`src/rtl/result_collector.sv`:
```
// rtl/result_collector.sv - reassembles the TPU result byte stream into 16-bit words, double-buffered
//
// Ports:
//   clk, rst_n             clock, asynchronous active-low reset
//   in_valid, in_data[7:0] result bytes, low byte first, c00..c11 (no backpressure)
//   out_valid, out_ready   word handshake to the host-side consumer
//   out_data[15:0]         current word of the drain bank (raw, or clamped with RESULT_SAT_EN)
//   out_idx[1:0], out_last word index within the frame, high on the last word
//   busy                   capture bank holds a partial or a full, not yet drained frame
//   overflow, timeout_err  sticky error flags, cleared by clear_err
// Optional feature macro: RESULT_SAT_EN (clamp out_data to [-128, 127]).
module result_collector #(
  parameter int IDLE_TIMEOUT = 16
) (
  input  logic        clk,
  input  logic        rst_n,
  input  logic        in_valid,
  input  logic [7:0]  in_data,
  output logic        out_valid,
  input  logic        out_ready,
  output logic [15:0] out_data,
  output logic [1:0]  out_idx,
  output logic        out_last,
  output logic        busy,
  output logic        overflow,
  output logic        timeout_err,
  input  logic        clear_err
);

  typedef enum logic [1:0] {CAP_IDLE, CAP_RUN, CAP_HOLD} cap_state_t;

  localparam logic [7:0] IDLE_LAST = 8'(IDLE_TIMEOUT - 1);

  cap_state_t  state_q, state_d;
  logic [2:0]  cnt_q, cnt_d;
  logic [7:0]  idle_cnt_q, idle_cnt_d;
  logic [15:0] c_bank_q [4];
  logic [15:0] c_bank_d [4];
  logic [15:0] d_bank_q [4];
  logic [15:0] d_bank_d [4];
  logic        d_valid_q, d_valid_d;
  logic [1:0]  rd_q, rd_d;
  logic        overflow_q, overflow_d;
  logic        timeout_q, timeout_d;

  // Capture bank with the byte currently on the bus merged in; this is what
  // gets written straight into the drain bank on the 8th byte.
  logic [15:0] frame_w [4];
  logic        hs;
  logic        d_free;

  assign hs     = d_valid_q & out_ready;
  // The drain bank counts as free on the same edge its final word is taken.
  assign d_free = ~d_valid_q | (hs & (rd_q == 2'd3));

  always_comb begin
    frame_w = c_bank_q;
    if (cnt_q[0]) frame_w[cnt_q[2:1]][15:8] = in_data;
    else          frame_w[cnt_q[2:1]][7:0]  = in_data;

    state_d    = state_q;
    cnt_d      = cnt_q;
    idle_cnt_d = idle_cnt_q;
    c_bank_d   = c_bank_q;
    d_bank_d   = d_bank_q;
    d_valid_d  = d_valid_q;
    rd_d       = rd_q;
    // Clear first so that a set event on the same edge wins.
    overflow_d = overflow_q & ~clear_err;
    timeout_d  = timeout_q & ~clear_err;

    if (hs) begin
      rd_d = rd_q + 2'd1;
      if (rd_q == 2'd3) d_valid_d = 1'b0;
    end

    // Capture side runs after the drain so a refill overrides the clear above.
    case (state_q)
      CAP_IDLE: begin
        if (in_valid) begin
          c_bank_d   = frame_w;
          cnt_d      = 3'd1;
          idle_cnt_d = 8'd0;
          state_d    = CAP_RUN;
        end
      end
      CAP_RUN: begin
        if (in_valid) begin
          c_bank_d   = frame_w;
          idle_cnt_d = 8'd0;
          if (cnt_q == 3'd7) begin
            cnt_d = 3'd0;
            if (d_free) begin
              d_bank_d  = frame_w;
              d_valid_d = 1'b1;
              rd_d      = 2'd0;
              state_d   = CAP_IDLE;
            end else begin
              state_d = CAP_HOLD;
            end
          end else begin
            cnt_d = cnt_q + 3'd1;
          end
        end else if (idle_cnt_q == IDLE_LAST) begin
          cnt_d      = 3'd0;
          idle_cnt_d = 8'd0;
          timeout_d  = 1'b1;
          state_d    = CAP_IDLE;
        end else begin
          idle_cnt_d = idle_cnt_q + 8'd1;
        end
      end
      CAP_HOLD: begin
        if (in_valid) overflow_d = 1'b1;
        if (d_free) begin
          d_bank_d  = c_bank_q;
          d_valid_d = 1'b1;
          rd_d      = 2'd0;
          state_d   = CAP_IDLE;
        end
      end
      default: state_d = CAP_IDLE;
    endcase
  end

  always_ff @(posedge clk or negedge rst_n) begin
    if (!rst_n) begin
      state_q    <= CAP_IDLE;
      cnt_q      <= 3'd0;
      idle_cnt_q <= 8'd0;
      c_bank_q   <= '{default: 16'h0000};
      d_bank_q   <= '{default: 16'h0000};
      d_valid_q  <= 1'b0;
      rd_q       <= 2'd0;
      overflow_q <= 1'b0;
      timeout_q  <= 1'b0;
    end else begin
      state_q    <= state_d;
      cnt_q      <= cnt_d;
      idle_cnt_q <= idle_cnt_d;
      c_bank_q   <= c_bank_d;
      d_bank_q   <= d_bank_d;
      d_valid_q  <= d_valid_d;
      rd_q       <= rd_d;
      overflow_q <= overflow_d;
      timeout_q  <= timeout_d;
    end
  end

  logic [15:0] rd_word;
  assign rd_word = d_bank_q[rd_q];

`ifdef RESULT_SAT_EN
  logic signed [15:0] rd_s;
  assign rd_s     = signed'(rd_word);
  assign out_data = (rd_s > 16'sd127)  ? 16'h007F :
                    (rd_s < -16'sd128) ? 16'hFF80 : rd_word;
`else
  assign out_data = rd_word;
`endif

  assign out_valid   = d_valid_q;
  assign out_idx     = rd_q;
  assign out_last    = d_valid_q & (rd_q == 2'd3);
  assign busy        = (state_q != CAP_IDLE);
  assign overflow    = overflow_q;
  assign timeout_err = timeout_q;

endmodule

```
`config.mk`:
```
export PLATFORM = sky130hd
export DESIGN_NAME = result_collector
export DESIGN_NICKNAME = d
export VERILOG_FILES = /design/src/rtl/result_collector.sv
export SDC_FILE = /design/constraint.sdc
export NUM_CORES = 1
export LEC_CHECK = 0
export ABC_CLOCK_PERIOD_IN_PS = 2500
export CAP_MARGIN = 10
export CELL_PAD_IN_SITES_DETAIL_PLACEMENT = 1
export CELL_PAD_IN_SITES_GLOBAL_PLACEMENT = 1
export CORE_MARGIN = 8
export CORE_UTILIZATION = 49
export DETAILED_ROUTE_END_ITERATION = 12
export PLACE_DENSITY_LB_ADDON = 0.08
export SLEW_MARGIN = 20
export SYNTH_ARGS = -nofsm -noshare
export SYNTH_HDL_FRONTEND = slang
export SYNTH_SLANG_ARGS = --single-unit
export TNS_END_PERCENT = 50
```
`constraint.sdc`:
```
create_clock -name clk -period 2.5 [get_ports clk]
set_input_delay 0.5 -clock clk [delete_from_list [all_inputs] [get_ports clk]]
set_output_delay 0.5 -clock clk [all_outputs]
set_load 0.05 [all_outputs]
```
=== Word level (Yosys, flattened, before mapping) ===
Cells that the tools add are included.

* Add/subtract/negate cells: 3
* Order comparisons: 3
* Eq/ne operators: 12
* Multiplexer cells: 47
* Bitwise logic cells: 10
* Reductions and logical operators: 11

{| class="wikitable"
|+ Operators with widths
! cell !! number
|-
| $mux 64 || 5
|-
| $bwmux 64 || 2
|-
| $pmux 64 s2 || 1
|-
| $demux 16 s2 || 2
|-
| $mux 16 || 3
|-
| $bmux 16 s2 || 1
|-
| $mux 8 || 4
|-
| $mux 2 || 10
|-
| $pmux 8 s2 || 1
|-
| $mux 3 || 4
|-
| $mux 1 || 10
|-
| $ne 2x2->1 const B || 5
|-
| $add 8x1->8 const B || 1
|-
| $eq 8x4->1 const B || 1
|-
| $ge 3x3->1 const B || 2
|-
| $ne 3x3->1 const B || 2
|-
| $not 2->3 || 2
|-
| $pmux 2 s3 || 1
|-
| $pmux 3 s2 || 1
|-
| $reduce_bool 2->1 || 3
|-
| $and 1x1->1 || 5
|-
| $reduce_and 5->1 || 1
|-
| $eq 2x2->1 const B || 2
|-
| $pmux 2 s2 || 1
|-
| other kinds (14) || 16
|}

* Flip-flop bits (word level): 146
* Input bits: 13
* Output and inout bits: 23

=== Logic depth before layout (Yosys ltp) ===
Gate-level depths: netlist of the first run.

* Word-level depth: 11
* Mapped depth: 9
* Gate-level depth less buffers: 6

=== Worst setup path before layout of the first run ===
No wires, ideal clock.

* Path kind: reg2out
* From: reg rd_q[0] (netlist: out_idx[0])
* To: out out_data[10]
* Arrival time: 1.974 ns
* Data required time: 2.000 ns
* Path slack: 0.026 ns
* Stages on the path, launching flop included: 4
* Path buffers: 2
* Cells stage by stage: dfrtp_1 > buf_2 > buf_2 > mux4_2

* Cells in the longest elaborated chain, start to end: 4

{| class="wikitable"
|+ Ends and longest elaborated chain
! what !! line !! text
|-
| from (decl) || 42 || <nowiki>logic [1:0] rd_q, rd_d;</nowiki>
|-
| from (signal assigned) || 144 || <nowiki>rd_q <= rd_d;</nowiki>
|-
| $not 2->3 (not written as such) || 151 || <nowiki>assign rd_word = d_bank_q[rd_q];</nowiki>
|-
| $bmux 16 s2 || 151 ||
|-
| $mux 16 (not written as such) (2 in series) || 151 ||
|-
| to (decl) || 21 || <nowiki>output logic [15:0] out_data,</nowiki>
|}

No other way between the ends. The select of a mux whose other input is x is not followed.

=== Worst setup path after layout of the first run ===
* From: reg rd_q[0] (netlist: out_idx[0])
* To: out out_data[0]

Same word-level chain as after synthesis.

==> results of run 1 <==
[sequential cells by signal, indices dropped and copies added (netlist names)]
register	flops
idle_cnt_q	8
c_bank_q	64
d_bank_q	64
timeout_err	1
out_idx	2
overflow	1
cnt_q	3
state_q	2
out_valid	1
[power breakdown]
part | internal (mW) | switching (mW) | total, mW
clock | 1.32 | 0.924 | 2.24
sequential | 3.31 | 0.544 | 3.85
combinational | 1.65 | 1.93 | 3.58
total | 6.28 | 3.40 | 9.68
[layer usage]
metal / wire length, um / up-vias
met3: 427 / 18
met5: 0 / -
met1: 7210 / 2431
li1: - / 2154
met4: 238 / 0
met2: 8800 / 49
[synth_stat cells (all sizes together) (2+ instances only)]
| master | count |
|---|---|
| o21ai | 12 |
| nor3 | 6 |
| nand3 | 7 |
| buf | 22 |
| inv | 10 |
| a21o | 2 |
| nor2 | 75 |
| nand2b | 5 |
| o21a | 2 |
| o211ai | 2 |
| nor4 | 4 |
| mux2 | 64 |
| clkbuf | 14 |
| ha | 7 |
| mux2i | 66 |
| dfrtp | 146 |
| mux4 | 16 |
| nand2 | 20 |
| and3 | 2 |
| a32o | 2 |
| a21oi | 75 |
[cells by family (layout without fill, tap and decap cells)]
logic type	after synthesis	count (layout)	synth area share (%)
adder cells (fa/ha/maj)	7	7	1.26
AO/OA/AOI/OAI	103	103	8.27
flip-flops	146	146	52.6
AND/OR/NAND/NOR	124	124	9.31
XOR/XNOR	1	1	0.126
multiplexers	146	146	25.1
buffers and inverters	46	112	3.37
[critical path: stages, from the launching register on]
cell     delay, ps
dfrtp_2        440
buf_12         220
mux4_2         540
buf_4          210
[final timing paths]
check,from,endpoint,slack (ps),depth (start not counted)
worst max-delay path,out_idx[0]$_DFF_PN0_,out_data[0],150,3
worst min-delay path,rst_n,c_bank_q[37]$_DFFE_PN0P_,80,2
worst max register to register,state_q[1]$_DFFE_PN0P_,d_bank_q[11]$_DFFE_PN0P_,290,8
worst min register to register,c_bank_q[8]$_DFFE_PN0P_,c_bank_q[8]$_DFFE_PN0P_,500,1
max in group asynchronous,rst_n,out_idx[0]$_DFF_PN0_,1780,2
min in group clk,c_bank_q[8]$_DFFE_PN0P_,c_bank_q[8]$_DFFE_PN0P_,500,1
[layout make-up]
type | count | area share, %
Sequential cell | 146 | 44.4
Multi-Input combinational cell | 381 | 37.3
Timing Repair Buffer | 72 | 8.86
Clock buffer | 23 | 5.81
Tap cell | 180 | 2.74
Inverter | 10 | 0.456
Clock inverter | 7 | 0.426
[stage by stage]
step / hold WS, ps / cell area, um2 / setup WS (ps) / power (mW) / utilization (%)
finish: 81.9 / 8230 / 151 / 9.68 / 59.3
global route: 112 / 8230 / 83.5 / 10.3 / 59.3
CTS: 120 / 8230 / 35.1 / 9.81 / 59.3
detailed placement: 496 / 7720 / 287 / 7.47 / 55.6
global placement: 486 / 7720 / 338 / 7.25 / 55.6
floorplan: 204 / 6950 / 26.5 / 6.43 / -
==> run metrics, run 1 <==
Yosys warning count 0; FILL cells 1441; post-CTS setup buffers 0; drt first pass iters 4; GR Util met3 4.79%; GR Util met2 34.5%; final slew viol count 0; arrival time worst endpoint 1850 ps; chip height between 100 and 150 um; layout cell share with drive strength beyond 1 29.7%; Non-Filler Instances ~800; main area contributors after synthesis dfrtp_1 (53%), mux2_2 (10%), mux2i_1 (9.5%); setup TNS 0 ps; Skew-Pair Late Insertion Delay 420 ps; cell area after synthesis 6950 um2; Rel. slew slack a little over half; total number of vias ~4700; max-cap viol count 0; FFs w/ async S/R, synth 100%; post-layout min period 2350 ps; CTS max path bufs 2; Tightest Hold Check Type in2async; Vias per Instance 5.68; Net Count, Synth 593; CTS resizes 0; Unique masters post-synth 45; clk sinks 146; Initial Util 50.0%; gpl congestion about 0.82; Post-synth top flop dfrtp_1; Post-route DRC 0; Hold Buf Count CTS 0; NumNets Final 648; Synth-to-Final Area Change 18.5%; RSZ-0062 raised after global routing false; FF+latch area 3650 um2; EDFF count, synth 0; Syn Area/Cell ~12 um2; routed wire length between 15000 and 20000 um; initial antenna violation count 0; peak supply drop about 600 uV; H-tree levels 4; I/O pin total 36; Worst Setup Path Type reg2out; pwr dens 1180 nW/um2; Yosys top cell by area dfrtp_1; Post-DP HPWL between 10000 and 15000 um; CTS tree built; status completed; fmax 426 MHz; post-synthesis sequential area ratio between 50% and 60%; commonest non-fill, non-tap cells in the layout dfrtp_1 (145), a21oi_1 (74), nor2_1 (67); most common cell after layout, fill and taps aside dfrtp_1; wire per inst 20.4 um; first-pass GRT wire length 28100 um; CP required around 2000 ps; TritonCTS buffer count 17; crit start category register; Crit Path Max Fanout 16; Final ANT Viol Nets 0; Yosys reg bits 146; Synth top area share 52.6%; row cnt 43; Iter 0 DRT Violations ~190; Slew @ Worst Pin 698 ps; total global routing overflow 0; vias in the first global route 5249; core area approximately 14000 um2; GRT busiest layer met2; placed cell count just under 800; n_diodes 0; IO Port Bufs 35; Clock transition at path regs 60 ps; P_leak 3.60 nW; largest net degree at the start of global routing 95; Clock Skew 7.17 ps; Die Wd 135 um; met1 Use GR 23.7%; final hold vios 0; Root Driver clkbuf_16; multi-input logic area 3070 um2; CP Capture Type output port; # setup viols final 0; Total Routing Usage GR 19.8%; cells after synthesis between 500 and 600; die area between 15000 and 20000 um2; crit share post-route 94.0%
No activity file was read; power rests on OpenSTA's default activity.
==> run 2: changes to the inputs <==
--- a/config.mk
+++ b/config.mk
@@ -5,8 +5,8 @@
 export SDC_FILE = /design/constraint.sdc
 export NUM_CORES = 1
 export LEC_CHECK = 0
-export ABC_CLOCK_PERIOD_IN_PS = 2500
-export CAP_MARGIN = 10
+export ABC_CLOCK_PERIOD_IN_PS = 2200
+export CAP_MARGIN = 20
 export CELL_PAD_IN_SITES_DETAIL_PLACEMENT = 1
 export CELL_PAD_IN_SITES_GLOBAL_PLACEMENT = 1
 export CORE_MARGIN = 8
==> constraint.sdc (replaced) <==
create_clock -name clk -period 2.2 [get_ports clk]
set_input_delay 0.44 -clock clk [delete_from_list [all_inputs] [get_ports clk]]
set_output_delay 0.44 -clock clk [all_outputs]
set_load 0.05 [all_outputs]
==> run 2 against run 1 <==
  * The flow now finishes with violations (setup timing)
  * Die area unchanged
  * Combinational power increased by 19%
  * Power increased by 17%
==> run metrics, run 2 (synthesis results as in run 1) <==
status finished, violations left; violated checks setup timing; row cnt 43; Slowest-stage cell, CP mux4_2; pwr dens 1360 nW/um2; n_diodes 0; Iter 0 DRT Violations about 230; gpl congestion 0.798; arrival time worst endpoint 1800 ps; Tightest Hold Check Type reg2reg; Slew @ Worst Pin approximately 670 ps; crit share post-route 102%; TritonCTS buffer count 17; placed cell count around 790; HP Start c_bank_q[22]$_DFFE_PN0P_; worst r2r path cells 8; H-tree levels 4; reg2reg setup slack 160 ps; CTS max path bufs 2; routed wire length ~17000 um; commonest non-fill, non-tap cells in the layout dfrtp_1 (144), a21oi_1 (74), nor2_1 (67); CTS tree built; fmax around 450 MHz; total global routing overflow 0; wire per inst slightly above 20 um; post-layout min period 2240 ps; Final ANT Viol Nets 0; Crit Path Max Fanout 8; setup TNS -147 ps; reg-to-reg startpoint state_q[1]$_DFFE_PN0P_; hold path depth 1; Rel. slew slack 54.1%; max-cap viol count 0; Clock transition at path regs 60 ps; core area about 14000 um2; largest net degree at the start of global routing 55; I/O pin total 36; Root Driver clkbuf_16; NumNets Final 651; critical path cell sequence buf_12 -> mux4_2 -> buf_6; crit-path max cell delay 540 ps; total number of vias 4648; chip height 135 um; CP startpoint out_idx[0]$_DFF_PN0_; delay-heaviest family, CP multiplexers; Skew-Pair Late Insertion Delay around 420 ps; Min-Delay Endpoint c_bank_q[22]$_DFFE_PN0P_; Total Power 11.3 mW; die area between 15000 and 20000 um2; vias in the first global route 5192; RSZ-0062 raised after global routing true; P_leak 3.62 nW; Largest regs c_bank_q (64), d_bank_q (64), idle_cnt_q (8); Non-Filler Instances 824; drt first pass iters 4; most common cell after layout, fill and taps aside dfrtp_1; Total Routing Usage GR 20.2%; crit start category register; Synth-to-Final Area Change 20.2%; Worst Setup Path Type reg2out; final hold vios 0; Vias per Instance 5.64; # setup viols final 9; first-pass GRT wire length between 20000 and 30000 um; CP Capture Type output port; peak supply drop 612 uV; layout cell share with drive strength beyond 1 30.3%; initial antenna violation count 0; Post-DP HPWL roughly 11000 um; final slew viol count 0; IO Port Bufs 35; Initial Util 50.0%; CP required 1760 ps; Place WS -184 ps; Buffers & Inverters on Critical Path 2; R2R Path End d_bank_q[3]$_DFFE_PN0P_; Post-route DRC 0; Die Wd 135 um; clk sinks 146; Clock Skew a little under 7 ps; min setup slack post-route -40.1 ps
## run 2: layer usage
layer,track usage (%),routed length [um]
met5,0,0
met2,34.2,8670
met1,24.9,7410
met4,7.22,315
met3,4.53,538
## run 2: where the power goes
group | switching, mW | total (mW) | internal, mW
Sequential | 0.626 | 4.39 | 3.76
Combinational | 2.23 | 4.25 | 2.02
Clock | 1.12 | 2.70 | 1.58
Total | 3.98 | 11.3 | 7.36
## run 2: what timing repair did
action	4_1_cts	5_1_grt
hold buffers	1	0
gates cloned	0	0
endpoints found under the setup margin	17	18
pin swaps	0	0
buffers inserted	3	0
resized for setup	18	1
hold endpoints to repair	51	0
## run 2: how the worst max path moves through the flow
stage                                          end  slack, ps  depth (start not counted)
after global routing                   out_data[3]        -90                          3
final                                  out_data[0]        -40                          3
after floorplan                       out_data[10]         30                          3
after CTS                              out_data[0]        -70                          3
after detailed placement   d_bank_q[3]$_DFFE_PN0P_       -180                          7
after global placement    c_bank_q[55]$_DFFE_PN0P_          5                          5
## run 2: area by class of cell
| cell class | instances | area (um2) |
|---|---|---|
| clock buffer | 23 | 458 |
| clock inverter | 9 | 83.8 |
| fill | 1401 | 5530 |
| inverter | 10 | 37.5 |
| multi-input combinational | 381 | 3080 |
| sequential | 146 | 3660 |
| tap | 180 | 225 |
| timing repair buffer | 75 | 815 |
## run 2: worst register-to-register path, stage by stage, from the launching register on
cell and delay, ps:
dfrtp_1 400, inv_1 110, ha_2 360, nand3_1 200, a21oi_4 200, buf_12 150
buf_12 220, nor2_1 100, a21oi_1 200
## run 2: metrics by stage
step           utilization [%]  cell area, um2  hold WS, ps
2_1_floorplan                -            6950          144
3_3_place_gp              55.6            7710          421
3_5_place_dp              55.6            7710          426
4_1_cts                   60.2            8350          510
5_1_grt                   60.2            8350          525
6_report                  60.2            8350          506
==> run 3: changes to the inputs <==
--- a/config.mk
+++ b/config.mk
@@ -12,6 +12,7 @@
 export CORE_MARGIN = 8
 export CORE_UTILIZATION = 49
 export DETAILED_ROUTE_END_ITERATION = 12
+export GPL_TIMING_DRIVEN = 0
 export PLACE_DENSITY_LB_ADDON = 0.08
 export SLEW_MARGIN = 20
 export SYNTH_ARGS = -nofsm -noshare
==> run 3 against run 2 <==
  * The run still ends with setup timing left
  * First-iteration DRC count stayed put
  * Wire length up 17%
  * Non-clock buffer count increased by 6
  * Clock power up 7%
  * Die area stayed put
  * Sequential share of layout area rose by 0.055 points
  * Register-to-register slack worse by 20 ps
  * Global-route usage grew 2.5 points
  * Sequential power about the same
  * Highest routed layer unchanged
==> run metrics, run 3 (synthesis results as in run 1) <==
final instance area 8340 um2; NumNets Final 657; max-cap viol count 0; FILL cells 1416; Post-DP HPWL 12800 um; min setup slack post-route -46.2 ps; H-tree levels 4; peak supply drop 723 uV; Place WS -1100 ps; die area around 18000 um2; Rel. slew slack a little over half; CTS max path bufs 2; arrival time worst endpoint 1810 ps; wire per inst 23.9 um; Slowest-stage cell, CP mux4_2; chip height roughly 140 um; Synth-to-Final Area Change 20.0%; Vias per Instance 5.84; Hold WS 504 ps; layout cell share with drive strength beyond 1 29.2%; core area 13900 um2; Clock Skew ~6.5 ps; largest net degree at the start of global routing 82; Clock transition at path regs 60 ps; row cnt 43; clk sinks 146; commonest non-fill, non-tap cells in the layout dfrtp_1 (144), a21oi_1 (74), nor2_1 (67); crit-path max cell delay 510 ps; critical path cell sequence buf_12 -> clkbuf_16 -> mux4_2 -> buf_6; initial antenna violation count 0; Total Power 11.5 mW; gpl congestion 0.803; Largest regs c_bank_q (64), d_bank_q (64), idle_cnt_q (8); multi-input logic area 3080 um2; Worst Setup Path Type reg2out; Post-route DRC 0; final slew viol count 0; P_leak 3.63 nW; total global routing overflow 0; routed wire length 19800 um; Buffers & Inverters on Critical Path 3; IO Port Bufs 35; FF+latch area 3660 um2; crit start category register; TritonCTS buffer count 17; most common cell after layout, fill and taps aside dfrtp_1; CTS tree built; Iter 0 DRT Violations 225; Final ANT Viol Nets 0; pwr dens 1380 nW/um2; setup TNS -439 ps; status finished, violations left; RSZ-0062 raised after global routing true; Slew @ Worst Pin roughly 690 ps; Total Routing Usage GR 22.7%; fmax approximately 450 MHz; Root Driver clkbuf_16; crit share post-route 102%; post-layout min period about 2200 ps; Skew-Pair Late Insertion Delay roughly 420 ps; total number of vias 4834; n_diodes 0; final hold vios 0; delay-heaviest family, CP multiplexers; # setup viols final 14; CP Capture Type output port; first-pass GRT wire length 31100 um; violated checks setup timing; Cell Area, Placed roughly 7600 um2; Die Wd about 140 um; Crit Path Max Fanout 7; drt first pass iters 5; vias in the first global route roughly 5500; I/O pin total 36; Initial Util around half; CP required 1760 ps; Tightest Hold Check Type reg2reg
[run 3: cell types whose count changed in the layout (fill, tap and decap cells not counted), sizes merged]
cell           delta
clkinv            -3
clkbuf           +22
clkinvlp          -3
dlygate4sd2       +1
buf              -17
clkdlybuf4s50     +1
clkdlybuf4s15     +2
bufinv            +1
[run 3: worst paths after layout]
path                                     startpoint                  endpoint  slack (ps)  cells after the start
min in group asynchronous                     rst_n  d_bank_q[53]$_DFFE_PN0P_         560                      2
max                            out_idx[0]$_DFF_PN0_              out_data[11]         -50                      4
min reg2reg                c_bank_q[18]$_DFFE_PN0P_  c_bank_q[18]$_DFFE_PN0P_         500                      1
min                        c_bank_q[18]$_DFFE_PN0P_  c_bank_q[18]$_DFFE_PN0P_         500                      1
max reg2reg                  state_q[1]$_DFFE_PN0P_  d_bank_q[61]$_DFFE_PN0P_         140                      8
max in group asynchronous                     rst_n      out_idx[0]$_DFF_PN0_         820                      3
[run 3: what timing repair did]
| action | CTS | global route |
|---|---|---|
| resized for setup | 124 | 23 |
| setup buffers | 2 | 5 |
| hold buffers | 1 | 0 |
| setup endpoints to repair | 66 | 77 |
| pin swaps | 0 | 1 |
| cloned | 0 | 1 |
| hold endpoints to repair | 65 | 0 |
[run 3: area by class of cell]
class | instances | share of cell area [%]
flip-flops and latches | 146 | 43.9
inverters | 10 | 0.450
multi-input cells | 381 | 37.0
clock buffers | 26 | 6.11
well taps | 180 | 2.70
clock inverters | 4 | 0.870
repair buffers | 45 | 5.75
plain buffers | 36 | 3.30
[run 3: stage by stage]
step,std cells,utilization (%)
CTS,822,59.1
floorplan,573,-
global route,828,60.1
global placement,788,54.2
finish,828,60.1
detailed placement,789,54.5
[run 3: power by group]
group / leakage (nW) / switching [mW] / internal [mW] / total, mW
combinational: 1.49 / 2.34 / 1.92 / 4.26
sequential: 1.86 / 0.617 / 3.76 / 4.38
clock: 0.282 / 1.07 / 1.81 / 2.88
total: 3.63 / 4.03 / 7.49 / 11.5
[run 3: per-layer routing]
metal  vias up  GRT usage [%]  wire (um)
met2       105           39.6      10400
li1       2178              -          -
met1      2519           25.8       7850
met4         0           11.0        454
met3        32           5.20       1020
met5         -              0          0
